**src/rtl/seg_scan_mux.sv**
```systemverilog
// -----------------------------------------------------------------------------
// seg_scan_mux
//
// Time-multiplexed driver for common-select seven-segment (plus dot) displays.
// It scans DIGITS digits one slot at a time. Each slot is SCAN_CYCLES clocks
// long and starts with BLANK_CYCLES of dead time, during which every select is
// inactive so the previous digit cannot ghost into the next one. After the
// dead time the digit is lit for an on-window whose length follows
// `brightness` (16 levels).
//
// Flash timing is generated here from the frame count. The flash phase flips
// every FLASH_FRAMES completed frames, so no external flash clock is needed.
//
// The digit word, its blank/flash mask bits and the on-window length are
// captured at the start of each slot. Upstream logic may therefore change
// them at any time without tearing a slot that is already being shown.
//
// Ports
//   clk          system clock
//   rst          synchronous reset, active-high
//   en           scan enable; while low, the scanner is parked at digit 0
//                and the pins are dark
//   seg_data_in  DIGITS x SEG_W digit words, digit i at [i*SEG_W +: SEG_W],
//                already in pin polarity (passed through unmodified)
//   blank_mask   bit i = 1: digit i is never enabled
//   flash_mask   bit i = 1: digit i is dark during the flash-off phase
//   brightness   0..15 on-window level
//   seg_sel      digit enables (polarity per SEL_ACTIVE_LOW)
//   seg_data     segment pins (polarity per SEG_ACTIVE_LOW)
//   frame_tick   one-cycle pulse after each completed frame
//
// All outputs are registered. The pins in cycle t+1 reflect the counter
// state in cycle t.
// -----------------------------------------------------------------------------
module seg_scan_mux #(
    parameter int DIGITS       = 6,
    parameter int SEG_W        = 8,
    parameter int SCAN_CYCLES  = 41667,
    parameter int BLANK_CYCLES = 2000,
    parameter int FLASH_FRAMES = 120,
    parameter bit SEL_ACTIVE_LOW = 1'b1,
    parameter bit SEG_ACTIVE_LOW = 1'b1
) (
    input  logic                    clk,
    input  logic                    rst,
    input  logic                    en,
    input  logic [DIGITS*SEG_W-1:0] seg_data_in,
    input  logic [DIGITS-1:0]       blank_mask,
    input  logic [DIGITS-1:0]       flash_mask,
    input  logic [3:0]              brightness,
    output logic [DIGITS-1:0]       seg_sel,
    output logic [SEG_W-1:0]        seg_data,
    output logic                    frame_tick
);

    // -------------------------------------------------------------------------
    // Derived sizes
    // -------------------------------------------------------------------------
    // Length of the region after the dead time that may be lit.
    localparam int ACTIVE = SCAN_CYCLES - BLANK_CYCLES;

    localparam int SLOT_W = (SCAN_CYCLES > 1)  ? $clog2(SCAN_CYCLES)  : 1;
    localparam int IDX_W  = $clog2(DIGITS);
    localparam int FRM_W  = (FLASH_FRAMES > 1) ? $clog2(FLASH_FRAMES) : 1;
    localparam int LEN_W  = $clog2(ACTIVE + 1);
    // Wide enough for ACTIVE * 16, so the product is never truncated
    // before the divide by 16.
    localparam int PROD_W = $clog2(ACTIVE * 16 + 1);
    // Wide enough for BLANK_CYCLES + on_len, which can equal SCAN_CYCLES.
    localparam int CMP_W  = $clog2(SCAN_CYCLES + 1);

    localparam logic [SLOT_W-1:0] SLOT_LAST = SLOT_W'(SCAN_CYCLES - 1);
    localparam logic [IDX_W-1:0]  IDX_LAST  = IDX_W'(DIGITS - 1);
    localparam logic [FRM_W-1:0]  FRM_LAST  = FRM_W'(FLASH_FRAMES - 1);

    localparam logic [DIGITS-1:0] SEL_OFF  = {DIGITS{SEL_ACTIVE_LOW}};
    localparam logic [SEG_W-1:0]  DATA_OFF = {SEG_W{SEG_ACTIVE_LOW}};

    // -------------------------------------------------------------------------
    // State
    // -------------------------------------------------------------------------
    logic [SLOT_W-1:0] r_slot_cnt;
    logic [IDX_W-1:0]  r_digit_idx;
    logic [FRM_W-1:0]  r_frame_cnt;
    logic              r_flash_phase;   // 1 = visible

    // Per-slot captures (valid from the cycle after slot start onwards).
    logic [SEG_W-1:0]  r_word;
    logic              r_blank;
    logic              r_flash;
    logic [LEN_W-1:0]  r_on_len;

    // Output registers.
    logic [DIGITS-1:0] r_seg_sel;
    logic [SEG_W-1:0]  r_seg_data;
    logic              r_frame_tick;

    // -------------------------------------------------------------------------
    // Counter events
    // -------------------------------------------------------------------------
    logic w_slot_start;
    logic w_slot_end;
    logic w_digit_last;
    logic w_frame_wrap;
    logic w_flash_wrap;

    assign w_slot_start = (r_slot_cnt == '0);
    assign w_slot_end   = (r_slot_cnt == SLOT_LAST);
    assign w_digit_last = (r_digit_idx == IDX_LAST);
    assign w_frame_wrap = w_slot_end && w_digit_last;
    assign w_flash_wrap = (r_frame_cnt == FRM_LAST);

    // -------------------------------------------------------------------------
    // Live values for the current digit
    // -------------------------------------------------------------------------
    logic [SEG_W-1:0] w_digit_words [DIGITS];

    for (genvar g = 0; g < DIGITS; g++) begin : g_words
        assign w_digit_words[g] = seg_data_in[g*SEG_W +: SEG_W];
    end

    logic [SEG_W-1:0]  w_live_word;
    logic              w_live_blank;
    logic              w_live_flash;
    logic [PROD_W-1:0] w_prod;
    logic [LEN_W-1:0]  w_live_len;

    assign w_live_word  = w_digit_words[r_digit_idx];
    assign w_live_blank = blank_mask[r_digit_idx];
    assign w_live_flash = flash_mask[r_digit_idx];

    // ACTIVE * (brightness + 1), written as ACTIVE*b + ACTIVE so that no
    // 5-bit intermediate is needed. The divide by 16 is a plain shift.
    assign w_prod     = PROD_W'(ACTIVE) * PROD_W'(brightness) + PROD_W'(ACTIVE);
    assign w_live_len = LEN_W'(w_prod >> 4);

    // -------------------------------------------------------------------------
    // Effective per-slot values
    // -------------------------------------------------------------------------
    // In the slot-start cycle the captures are still being loaded, so the
    // live values are used directly. This keeps BLANK_CYCLES = 0 correct,
    // because the drive window can then begin in the slot-start cycle.
    logic [SEG_W-1:0] w_eff_word;
    logic             w_eff_blank;
    logic             w_eff_flash;
    logic [LEN_W-1:0] w_eff_len;

    assign w_eff_word  = w_slot_start ? w_live_word  : r_word;
    assign w_eff_blank = w_slot_start ? w_live_blank : r_blank;
    assign w_eff_flash = w_slot_start ? w_live_flash : r_flash;
    assign w_eff_len   = w_slot_start ? w_live_len   : r_on_len;

    // -------------------------------------------------------------------------
    // Drive window
    // -------------------------------------------------------------------------
    logic [CMP_W-1:0] w_slot_ext;
    logic [CMP_W-1:0] w_win_end;
    logic             w_past_blank;
    logic             w_in_window;
    logic             w_flash_dark;
    logic             w_drive;

    assign w_slot_ext = CMP_W'(r_slot_cnt);
    assign w_win_end  = CMP_W'(BLANK_CYCLES) + CMP_W'(w_eff_len);

    if (BLANK_CYCLES == 0) begin : g_no_dead_time
        assign w_past_blank = 1'b1;
    end else begin : g_dead_time
        assign w_past_blank = (w_slot_ext >= CMP_W'(BLANK_CYCLES));
    end

    // An empty window (on_len = 0) makes w_win_end equal BLANK_CYCLES, so the
    // digit stays dark for the whole slot.
    assign w_in_window  = w_past_blank && (w_slot_ext < w_win_end);
    assign w_flash_dark = w_eff_flash && !r_flash_phase;
    assign w_drive      = w_in_window && !w_eff_blank && !w_flash_dark;

    // Select pattern for the current digit, in pin polarity.
    logic [DIGITS-1:0] w_sel_onehot;
    logic [DIGITS-1:0] w_sel_drive;

    assign w_sel_onehot = DIGITS'(1) << r_digit_idx;
    assign w_sel_drive  = SEL_ACTIVE_LOW ? ~w_sel_onehot : w_sel_onehot;

    // -------------------------------------------------------------------------
    // Sequential logic
    // -------------------------------------------------------------------------
    // en = 0 behaves like reset, so that the next enable starts at digit 0,
    // slot_cnt 0, with the full dead time.
    always_ff @(posedge clk) begin
        if (rst || !en) begin
            r_slot_cnt    <= '0;
            r_digit_idx   <= '0;
            r_frame_cnt   <= '0;
            r_flash_phase <= 1'b1;
            r_seg_sel     <= SEL_OFF;
            r_seg_data    <= DATA_OFF;
            r_frame_tick  <= 1'b0;
        end else begin
            r_frame_tick <= w_frame_wrap;

            if (w_slot_end) begin
                r_slot_cnt  <= '0;
                r_digit_idx <= w_digit_last ? '0 : r_digit_idx + IDX_W'(1);
            end else begin
                r_slot_cnt  <= r_slot_cnt + SLOT_W'(1);
            end

            if (w_frame_wrap) begin
                if (w_flash_wrap) begin
                    r_frame_cnt   <= '0;
                    r_flash_phase <= ~r_flash_phase;
                end else begin
                    r_frame_cnt   <= r_frame_cnt + FRM_W'(1);
                end
            end

            if (w_slot_start) begin
                r_word   <= w_live_word;
                r_blank  <= w_live_blank;
                r_flash  <= w_live_flash;
                r_on_len <= w_live_len;
            end

            // Select and data always update together.
            if (w_drive) begin
                r_seg_sel  <= w_sel_drive;
                r_seg_data <= w_eff_word;
            end else begin
                r_seg_sel  <= SEL_OFF;
                r_seg_data <= DATA_OFF;
            end
        end
    end

    assign seg_sel    = r_seg_sel;
    assign seg_data   = r_seg_data;
    assign frame_tick = r_frame_tick;

endmodule

```
**config.mk**
```make
export PLATFORM = sky130hd
export DESIGN_NAME = seg_scan_mux
export DESIGN_NICKNAME = d
export VERILOG_FILES = /design/src/rtl/seg_scan_mux.sv
export SDC_FILE = /design/constraint.sdc
export NUM_CORES = 1
export LEC_CHECK = 0
export ABC_CLOCK_PERIOD_IN_PS = 7300
export CAP_MARGIN = 40
export CELL_PAD_IN_SITES_DETAIL_PLACEMENT = 1
export CELL_PAD_IN_SITES_GLOBAL_PLACEMENT = 1
export CORE_UTILIZATION = 42
export CTS_CLUSTER_DIAMETER = 200
export CTS_CLUSTER_SIZE = 10
export DETAILED_ROUTE_END_ITERATION = 12
export PLACE_DENSITY = 0.85
export SETUP_SLACK_MARGIN = 0.5
export SLEW_MARGIN = 20
export SYNTH_ARGS = -nofsm -noshare
export SYNTH_HDL_FRONTEND = slang
export SYNTH_SLANG_ARGS = --single-unit
```
**constraint.sdc**
```tcl
create_clock -name clk -period 7.3 [get_ports clk]
set_input_delay 0.73 -clock clk [delete_from_list [all_inputs] [get_ports clk]]
set_output_delay 0.73 -clock clk [all_outputs]
set_load 0.03 [all_outputs]
```
==> flow_metrics.tcl <==
set metrics [dict create \
    syn_area_per_cell_um2 9.43 \
    netlist-cell-type-count 67 \
    cts_tree "done" \
    worstHoldPathType "register to register" \
    gp_congestion 0.854 \
    first_iter_violations 239 \
    cts-root-buf "clkbuf_16" \
    synth_top_area_share 0.162 \
    clkTransAtPathRegs_ps 60 \
    initial_core_util 0.433 \
    ys_top_cells_by_area "dfxtp_1, edfxtp_1, ha_1" \
    clkLatencyLatePin_ps 340 \
    port_buffers 81 \
    ys_seq_elements 68 \
    dp_hpwl_mm 12.1 \
    max_slew_margin 0.493 \
    cellPowerDensity_nw_per_um2 225 \
    seq_area_um2 1620 \
    core_um2 12000 \
    synth_edf_count 26 \
    fin_cells 786 \
    critical_path_arrival_ps 6850 \
    dp.cells 767 \
    vdd_drop_max_mv 0.185 \
    numCtsBuffers 9 \
    ios 82 \
    wl_per_cell_um 19.8 \
    min_period_ps 6570 \
    grt_max_degree 48 \
    worstPathRequired_ps 7580 \
    grt_pass1_wl_mm 24.2 \
    cts.sinks 68 \
    critPathBufInv 4 \
    synthToLayoutAreaGrowth_pct 25.8 \
    nFillCells 1335 \
    multi_input_area_um2 3380 \
    synth_nets 683 \
    pre_cts_ws_ps -240 \
    slowest_stage "clkdlybuf4s50_1" \
    synth_top_flop_cell "dfxtp_1" \
    drive_gt1_frac 0.113 \
    finalWorstSetupSlack_ps 727 \
    finalHoldViolations 0 \
    status "complete, no violations" \
    slowest_delay_ps 570 \
    drv_cap 0 \
    gr-total-overflow 0 \
    leakage_uw 0.00263 \
    crit_fanout 8 \
    dieArea_um2 12800 \
    critical_path.top_delay_family "adder cells" \
    die_y_um 113 \
    ys.warnings.count 0 \
    rsz0062_at_grt "no" \
    endpoint_kind "register" \
    fin_nets 766 \
    synthTopCellsByCount "ha_1, nor2_1, inv_1" \
    dr.pass1.iters 5 \
    remaining_drc_errors 0 \
    synth.largest_area_cell "dfxtp_1" \
    syn_area_um2 5200 \
    clk_path_buf_depth 2 \
    fmax_mhz 152 \
    crit_type "input port to register" \
    rows 40 \
    fin_crit_sh 0.900 \
    final_core_util 0.544 \
    drv_slew 0 \
    grt_usage 0.247 \
    wl_mm 15.5 \
    async_flop_share 0 \
    chipWidth_um 113 \
    start_kind "input port" \
    synthCells 551 \
    setup_violations 0 \
    yosysMostFrequentCell "ha_1" \
    vias 4422 \
    htree_levels 3 \
    grt_pass1_vias 4788 \
    clock_skew_ps 6.94 \
    diodes 0 \
    yosysSeqAreaShare 0.312 \
    viasPerCell 5.63 \
    hold_buffers 0 \
    path_cells "clkdlybuf4s50_1 -> buf_4 -> fa_2 -> ha_1 -> fa_1 -> ha_2 -> nand4_1 -> or4b_4 -> a31oi_2 -> xor2_1 -> mux2i_1 -> a311oi_2 -> o21ai_1 -> xor2_1 -> ha_1 -> nand4_1 -> or2_2 -> a2111oi_4 -> nor3_1 -> buf_4 -> buf_12 -> nand2b_1" \
    worst_pin_slew_ps 760 \
    antenna_found_initial 0 \
    drtAntennaViolNets 0 \
]
-- metrics by stage --
step	cell area [um2]	setup TNS, ps	power, uW	hold WS, ps
2_1_floorplan	5200	0	842	437
3_3_place_gp	6160	0	966	455
3_5_place_dp	6160	-2820	1010	487
4_1_cts	6470	0	1460	493
5_1_grt	6540	0	1540	511
6_report	6540	0	1470	483
-- worst min-delay path, cell delays in order (launching register included) --
cell,delay (ps)
dfxtp_1,320
nand2_1,60
a21oi_1,50
-- final timing paths --
kind	startpoint	end	slack, ps	cells after the start
setup / recovery	brightness[3]	seg_data[4]	730	22
hold / removal	r_digit_idx[2]	r_digit_idx[2]	480	2
hold reg to reg	r_digit_idx[2]	r_digit_idx[2]	480	2
setup reg to reg	r_slot_cnt[0]	seg_data[4]	2730	20
-- registers in the layout, summed over array words and instances, names as in the netlist --
signal	count
frame_tick	1
r_blank	1
r_digit_idx	3
r_flash	1
r_flash_phase	1
r_frame_cnt	7
r_on_len	16
r_slot_cnt	16
r_word	8
seg_data	8
seg_sel	6
-- report_power, final --
group,internal (uW),leakage [uW],switching [uW],total [uW]
clock,266,0.000150,177,443
combinational,258,0.00190,342,600
sequential,422,0.000584,5.66,428
-- metal layers --
layer / part of all wire / track usage / routed length [um]
met1: 0.43 / 0.296 / 6610
met2: 0.52 / 0.439 / 8060
met3: 0.027 / 0.0391 / 418
met4: 0.029 / 0.0991 / 446
met5: 0 / 0 / 0
-- kinds of logic (layout without fill, tap and decap cells) --
kind of cell             count (synthesis)  in the layout  synth area share
buffers and inverters                   62            150            0.0458
XOR/XNOR                                40             40            0.0674
AO/OA/AOI/OAI                           93             93             0.132
flip-flops                              68             68             0.312
adder cells (fa/ha/maj)                 65             65             0.170
multiplexers                            28             28            0.0811
AND/OR/NAND/NOR                        195            195             0.192
-- repair_timing --
item	in CTS	in global routing
pin swaps	0	3
buffers inserted	0	3
resized for setup	4	9
cloned	0	0
endpoints found under the setup margin	14	14
endpoints found under the hold margin	0	0
-- area by class of cell --
class,count,share of cell area
timing repair buffer,90,0.136
multi-input combinational,421,0.516
clock inverter,7,0.0115
clock buffer,9,0.0344
inverter,44,0.0253
sequential,68,0.248
tap,147,0.0281
-- placed cells by master, fill, tap and decap left out, drive strengths merged, types with 10 or more instances in the layout --
cell	Yosys	layout
a21oi	16	16
clkdlybuf4s50	0	79
dfxtp	42	42
edfxtp	26	26
ha	56	56
inv	44	45
mux2	13	13
mux4	10	10
nand2	43	43
nand2b	12	12
nand3	16	16
nand4	10	10
nor2	51	51
nor3	14	14
o21ai	27	27
xnor2	20	20
xor2	20	20
Power figures use the tool's default switching activity.
